File: config.mk
export PLATFORM = sky130hd
export DESIGN_NAME = instr_fetch
export DESIGN_NICKNAME = d
export VERILOG_FILES = /design/src/rtl/cpu_pkg.sv /design/src/rtl/instr_fetch.sv
export SDC_FILE = /design/constraint.sdc
export NUM_CORES = 1
export LEC_CHECK = 0
export ABC_AREA = 1
export BUFFER_PORTS_ARGS = -buffer_cell sky130_fd_sc_hd__buf_4
export CELL_PAD_IN_SITES_DETAIL_PLACEMENT = 0
export CELL_PAD_IN_SITES_GLOBAL_PLACEMENT = 2
export CORE_ASPECT_RATIO = 0.5
export CORE_MARGIN = 2
export CORE_UTILIZATION = 26
export CTS_CLUSTER_DIAMETER = 100
export DETAILED_ROUTE_END_ITERATION = 16
export PLACE_DENSITY = 0.78
export SETUP_SLACK_MARGIN = 0.05
export SLEW_MARGIN = 20
export SYNTH_ARGS = -nofsm -noshare
export SYNTH_HDL_FRONTEND = slang
export SYNTH_SLANG_ARGS = --single-unit
File: constraint.sdc
create_clock -name clk_w_i -period 1.9 [get_ports clk_w_i]
set_input_delay 0.095 -clock clk_w_i [delete_from_list [all_inputs] [get_ports clk_w_i]]
set_output_delay 0.095 -clock clk_w_i [all_outputs]
set_load 0.02 [all_outputs]
File: src/rtl/cpu_pkg.sv
`default_nettype none
// ============================================================================
// Module      : cpu_pkg
// Description : Types and constants shared by the fetch and control blocks.
// Revision    : 1.0 - initial release
// ============================================================================
package cpu_pkg;

    localparam int OPCODE_W = 7;

    localparam logic [31:0] NOP_INSTR = 32'h0000_0013;

    localparam logic [OPCODE_W-1:0] OPC_JAL    = 7'h6F;
    localparam logic [OPCODE_W-1:0] OPC_JALR   = 7'h67;
    localparam logic [OPCODE_W-1:0] OPC_BRANCH = 7'h63;

    typedef enum logic [2:0] {
        FETCH_REQ   = 3'd0,
        FETCH_WAIT  = 3'd1,
        FETCH_HOLD  = 3'd2,
        FETCH_FLUSH = 3'd3
`ifdef FETCH_ALIGN_CHECK_EN
        ,
        FETCH_ERR   = 3'd4
`endif
    } fetch_state_e;

endpackage
`default_nettype wire

File: src/rtl/instr_fetch.sv
`default_nettype none
// ============================================================================
// Module      : instr_fetch
// Description : PC owner and single-outstanding instruction fetch with a
//               registered valid/ready output stage toward decode.
//               FETCH_ALIGN_CHECK_EN enables the misaligned-redirect ERR state.
// Revision    : 1.0 - initial release
// ============================================================================
module instr_fetch #(
    parameter logic [31:0] RESET_PC  = 32'h0000_0000,
    parameter logic [31:0] NOP_INSTR = cpu_pkg::NOP_INSTR
) (
    input  logic                          clk_w_i,
    input  logic                          rst_w_i_l,
    output logic                          imem_req_w_o_h,
    output logic [31:0]                   imem_addr_w_o,
    input  logic                          imem_gnt_w_i_h,
    input  logic                          imem_rvalid_w_i_h,
    input  logic [31:0]                   imem_rdata_w_i,
    input  logic                          redirect_w_i_h,
    input  logic [31:0]                   redirect_pc_w_i,
    output logic                          instr_valid_w_o_h,
    input  logic                          instr_ready_w_i_h,
    output logic [31:0]                   instr_w_o,
    output logic [cpu_pkg::OPCODE_W-1:0]  opcode_w_o,
    output logic [31:0]                   pc_w_o,
    output logic                          misalign_w_o_h
);
    import cpu_pkg::*;

    fetch_state_e state_q;
    logic [31:0]  fetch_pc_q;
    logic [31:0]  instr_q;
    logic [31:0]  pc_q;
    logic         instr_valid_q;

    logic [31:0]  redirect_tgt_w;
    logic         busy_after_redirect_w;
    fetch_state_e redirect_idle_w;
    fetch_state_e flush_done_w;

    // A read is still owed by memory after this cycle, so a redirect must flush it.
    assign busy_after_redirect_w = ((state_q == FETCH_REQ) && imem_gnt_w_i_h) ||
                                   (((state_q == FETCH_WAIT) || (state_q == FETCH_FLUSH)) &&
                                    !imem_rvalid_w_i_h);

`ifdef FETCH_ALIGN_CHECK_EN
    logic mis_pend_q;

    assign redirect_tgt_w  = redirect_pc_w_i;
    assign redirect_idle_w = (|redirect_pc_w_i[1:0]) ? FETCH_ERR : FETCH_REQ;
    assign flush_done_w    = mis_pend_q ? FETCH_ERR : FETCH_REQ;
    assign misalign_w_o_h  = (state_q == FETCH_ERR);
`else
    logic unused_redirect_lsb_w;

    assign unused_redirect_lsb_w = ^redirect_pc_w_i[1:0];
    assign redirect_tgt_w        = {redirect_pc_w_i[31:2], 2'b00};
    assign redirect_idle_w       = FETCH_REQ;
    assign flush_done_w          = FETCH_REQ;
    assign misalign_w_o_h        = 1'b0;
`endif

    always_ff @(posedge clk_w_i) begin
        if (!rst_w_i_l) begin
            state_q       <= FETCH_REQ;
            fetch_pc_q    <= RESET_PC;
            instr_q       <= NOP_INSTR;
            pc_q          <= RESET_PC;
            instr_valid_q <= 1'b0;
`ifdef FETCH_ALIGN_CHECK_EN
            mis_pend_q    <= 1'b0;
`endif
        end else if (redirect_w_i_h) begin
            fetch_pc_q    <= redirect_tgt_w;
            instr_valid_q <= 1'b0;
            state_q       <= busy_after_redirect_w ? FETCH_FLUSH : redirect_idle_w;
`ifdef FETCH_ALIGN_CHECK_EN
            mis_pend_q    <= |redirect_pc_w_i[1:0];
`endif
        end else begin
            case (state_q)
                FETCH_REQ: begin
                    if (imem_gnt_w_i_h) state_q <= FETCH_WAIT;
                end
                FETCH_WAIT: begin
                    if (imem_rvalid_w_i_h) begin
                        instr_q       <= imem_rdata_w_i;
                        pc_q          <= fetch_pc_q;
                        instr_valid_q <= 1'b1;
                        fetch_pc_q    <= fetch_pc_q + 32'd4;
                        state_q       <= FETCH_HOLD;
                    end
                end
                FETCH_HOLD: begin
                    if (instr_ready_w_i_h) begin
                        instr_valid_q <= 1'b0;
                        state_q       <= FETCH_REQ;
                    end
                end
                FETCH_FLUSH: begin
                    if (imem_rvalid_w_i_h) state_q <= flush_done_w;
                end
                default: state_q <= state_q;
            endcase
        end
    end

    assign imem_req_w_o_h    = rst_w_i_l && (state_q == FETCH_REQ);
    assign imem_addr_w_o     = fetch_pc_q;
    assign instr_valid_w_o_h = instr_valid_q;
    assign instr_w_o         = instr_q;
    assign opcode_w_o        = instr_q[OPCODE_W-1:0];
    assign pc_w_o            = pc_q;

endmodule
`default_nettype wire

Word-level counts from Yosys, hierarchy flattened
Index checks and enable logic that the tools add are counted.
- flip-flop bits (word level): 100
- input port bits: 70
- output and inout port bits: 106
- word-level logic and storage cells: 48
- eq/ne operators: 9
- mux-type cells: 13
- $add $sub $neg: 1
- bitwise operators: 2
- reductions and logical operators: 17
- operators with widths (cell ; count):
    32-bit two-way mux ; 3
    32-bit by 3-bit adder with 32-bit output, second input constant ; 1
    3-bit two-way mux ; 5
    3-bit != test, second input constant ; 4
    3-bit one-hot mux with 4 select lines ; 1
    3-bit by 2-bit equality test with 1-bit output, second input constant ; 2
    3-bit AND reduction ; 2
    2-bit nonzero test ; 3
    5-bit AND reduction ; 1
    5-bit nonzero test ; 1
    2-bit != test, second input constant ; 2
    2-bit AND reduction ; 2
    3-bit by 1-bit equality test with 1-bit output, second input constant ; 1
    1-bit logical AND ; 3
    3-bit logical NOT ; 1
    1-bit logical OR ; 2
    1-bit two-way mux ; 2
    2-bit two-way mux ; 1
    1-bit inverter ; 2
    1-bit one-hot mux with 2 select lines ; 1
    2-bit OR reduction ; 1
    1-bit logical NOT ; 1

Longest topological paths before layout
- word-level depth: 6
- gate-level depth with buffers: 12

Worst setup path before layout
Ideal clock, no wire load.
- path kind: register to register
- start point: reg fetch_pc_q[2] (netlist: imem_addr_w_o[2])
- end point: reg fetch_pc_q[22] (netlist: imem_addr_w_o[22])
- required time: 1.790 ns
- cell stages (with the launch flop): 13
- buffers on the path: 0
- setup slack: 0.308 ns
- arrival time: 1.482 ns
- cell sequence: dfxtp_1 > ha_1 > nand2_1 > nor2_4 > nand2_4 > inv_2 > nand2_2 > nor2_4 > nand2_1 > nand2_1 > nand3b_1 > nand2_1 > inv_1
- cells in the longest elaborated chain, start to end: 4
- ends and longest elaborated chain (item ; line ; source):
    start: declaration ; instr_fetch.sv:32 ; logic [31:0] fetch_pc_q;
    start signal: assignment ; instr_fetch.sv:75 ; fetch_pc_q <= redirect_tgt_w;
    start signal: assignment ; instr_fetch.sv:91 ; fetch_pc_q <= fetch_pc_q + 32'd4;
    32-bit by 3-bit adder with 32-bit output ; instr_fetch.sv:91 ;
    32-bit two-way mux ; instr_fetch.sv:87 ; if (imem_rvalid_w_i_h) begin
    32-bit two-way mux ; instr_fetch.sv:82 ; case (state_q)
    32-bit two-way mux ; instr_fetch.sv:74 ; end else if (redirect_w_i_h) begin
Every way passes these cells. The select of a mux whose other input is x is not followed.
A chain may end at the register's enable or synchronous reset.

Worst setup path in the final report
- start point: reg fetch_pc_q[3] (netlist: imem_addr_w_o[3])
- end point: reg fetch_pc_q[22] (netlist: imem_addr_w_o[22])
The elaborated chain is that of the path after synthesis.

==> summary.txt <==
Setup path
  • Crit start category: flop
  • CP Max Fanout: 5
  • Crit end category: flop
  • WS Path Type: reg2reg
  • Setup slack, reg-to-reg: 0.27 ns
  • R2R Path Start: imem_addr_w_o[3]$_SDFFE_PN0P_
  • Worst r2r dst: imem_addr_w_o[22]$_SDFFE_PN0P_
  • R2r worst-path depth: 12
  • Required time of the worst setup path: 2.15 ns
  • Worst setup startpoint: imem_addr_w_o[3]$_SDFFE_PN0P_
  • CP Data Arrival Time: 1.88 ns
  • CP endpoint: imem_addr_w_o[22]$_SDFFE_PN0P_

Route
  • Via density: 4.43
  • Pre-antenna DRT Iters: 4
  • DRC violations left: 0
  • Routed Antenna Nets: 0
  • Vias: between 4,000 and 5,000
  • Routed WL: 15,500 um
  • Initial DRC Count: 168
  • DR WL/cell: approximately 15 um

Clock network
  • CTS tree: yes
  • CTS H-tree lvls: 3
  • CTS buffer count: 9
  • Clock Latency Late Sink: roughly 0.34 ns
  • Num Clock Sinks: 95
  • CTS Root Cell: clkbuf_16
  • CTS clk-pin slew, worst paths: 0.07 ns
  • Clock Path Buffers: 2

Synthesis
  • FF+latch count, synth: 95
  • Post-synth top flop: dfxtp_1
  • Mapped Cells: between 600 and 700
  • Mapped Avg Cell Area: around 7.1 um^2
  • Mapped Area: 0.00455 mm^2
  • Cell type with the largest total area after synthesis: dfxtp_1
  • Seq/Total Area, Yosys: 41.8%
  • Ys async rst share: 0%
  • Yosys cell types: 45
  • Share of the synthesized area in the top cell type: 41.8%
  • Synth area leaders: dfxtp_1, nor2_1, nand2_1
  • YS warnings: 0
  • Post-synth EDFFs: 0

Finish
  • Number of fill cells: 1,897
  • Most frequent cells in the layout: buf_4, nor2_1, nand2_1
  • Design area: 0.00648 mm^2
  • Antenna fix cells: 0
  • Finished Layout Cells: 1,055
  • Commonest non-fill, non-tap cell in the layout: buf_4
  • Share of cells above drive strength 1: 29.2%
  • Nets: 887
  • Area Growth Syn to Fin: 42.5%

STA
  • Fin crit share: ~86%
  • Unrepaired setup endpoints after global routing: no
  • Achievable Freq: 613 MHz
  • Fin. max-slew vios: 0
  • Setup TNS: 0 ns
  • Max Clock Skew: 0.00787 ns
  • Setup Viol. Count Final: 0
  • Hold_ws: 0.00695 ns
  • Period minus WS final: 1.63 ns
  • Final Hold Fails: 0
  • Fin worst setup slack: 0.269 ns

Global route
  • Total gr overflow: 0
  • Vias in the first global route: 4,583
  • Total GRT Usage: 16.9%
  • First-pass GRT wire length: 24,900 um
  • Largest net degree at the start of global routing: 35
  • Initial antenna violation count: 0

Floorplan
  • Core region area: 0.0173 mm^2
  • Initial Util: 26.4%
  • Die Wd: 191 um
  • Die area: 0.0186 mm^2
  • Row cnt: 34
  • Die H: 97.6 um
  • I/O pin count: approximately 180

Power
  • Leak pwr: 0.00284 uW
  • Worst VDD drop: 377 uV
  • Pwr/cell area: ~740 mW/mm^2

Placement
  • Placed Area: 0.00603 mm^2
  • Pre-CTS setup slack: roughly 0.25 ns
  • Placed insts: slightly above 1,000
  • DP Wirelength: 11,500 um
  • Count of input and output buffers: 168
  • Routability cong.: 0.812

Flow run
  • MaxCap Viol Count: 0

Min path
  • Hold Path Class: in2reg

Status
  • Outcome: completed
==> where the power goes <==
part / switching, uW / leakage (uW) / internal, uW
combinational: 443 / 0.00191 / 355
sequential: 89.3 / 0.000775 / 2080
clock: 801 / 0.000146 / 1060
total: 1330 / 0.00284 / 3500
==> Yosys cell counts, types with 3 or more instances <==
library cell	n
clkbuf_1	14
o21ai_0	62
nand2_2	6
xor2_1	4
nor2_1	127
nor2_2	3
nand2_1	106
buf_2	7
nor2_4	10
nand3b_1	4
nor3_1	12
nand4_1	6
inv_1	46
buf_6	5
buf_4	17
dfxtp_1	95
a21oi_1	30
a211oi_1	3
o21ai_1	6
a31oi_1	6
nand3_1	39
inv_2	7
==> metrics by stage <==
step / total power [uW] / utilization (%)
after global placement: 2990 / 34.9
final: 4830 / 37.5
after detailed placement: 3000 / 34.9
after floorplan: 2630 / -
after CTS: 4910 / 37.5
after global routing: 5080 / 37.5
==> kinds of logic (layout without fill, tap and decap cells) <==
logic type | count (synthesis) | in the layout | share of synthesized area (%)
and+or+nand+nor | 322 | 322 | 31.9
AOI/OAI and AO/OA | 118 | 118 | 14.2
buffers and inverters | 100 | 275 | 10.8
DFF | 95 | 95 | 41.8
xor gates and xnor gates | 5 | 5 | 0.962
adders and majority gates | 1 | 1 | 0.275
other | 1 | 5 | 0.0824
==> registers in the layout (all words and copies together) (netlist names) <==
name               cells
instr_w_o             32
imem_addr_w_o         30
pc_w_o                30
state_q                2
instr_valid_w_o_h      1
==> cell type report <==
type | instances | area, um^2 | share of cell area (%)
Multi-Input combinational cell | 451 | 2170 | 33.5
Inverter | 56 | 218 | 3.36
Timing Repair Buffer | 203 | 1600 | 24.7
Tap cell | 234 | 293 | 4.51
Clock inverter | 5 | 56.3 | 0.868
Clock buffer | 11 | 243 | 3.74
Sequential cell | 95 | 1900 | 29.3
==> critical path, cell delays in order, from the launching register on <==
cell and delay, ns:
dfxtp_1 0.42, ha_1 0.20, nand2_1 0.10, nor2_4 0.16
nand2_4 0.10, inv_2 0.07, nand2_2 0.07, nor2_4 0.13
nand2_1 0.06, nand2_1 0.06, nand3b_1 0.07, nand2_1 0.06
inv_1 0.04
==> routing by layer <==
metal / up-vias / global-route usage [%] / part of all wire (%) / routed length, um
met1: 2175 / 23.7 / 50 / 7710
li1: 2402 / - / - / -
met5: - / 0 / 0 / 0
met4: 0 / 2.72 / 0.60 / 93
met2: 91 / 27.6 / 45 / 7020
met3: 9 / 2.93 / 4.1 / 640
==> worst min-delay path by stage <==
stage	slack [ns]	from	end	cells after the start
after floorplan	0.21	imem_rdata_w_i[0]	instr_w_o[0]$_SDFFE_PN1P_	2
after global placement	0.29	imem_rdata_w_i[0]	instr_w_o[0]$_SDFFE_PN1P_	3
after detailed placement	0.30	imem_rdata_w_i[0]	instr_w_o[0]$_SDFFE_PN1P_	3
after CTS	0.0004	imem_rdata_w_i[30]	instr_w_o[30]$_SDFFE_PN0P_	3
after global routing	0.01	imem_rdata_w_i[8]	instr_w_o[8]$_SDFFE_PN0P_	3
final	0.007	imem_rdata_w_i[15]	instr_w_o[15]$_SDFFE_PN0P_	3
==> timing repair <==
item                      CTS  global route
hold buffers               16             0
gates resized for setup     0             0
hold endpoints to repair   16             0
buffers inserted            0             0
(Power assumes the default switching activity.)
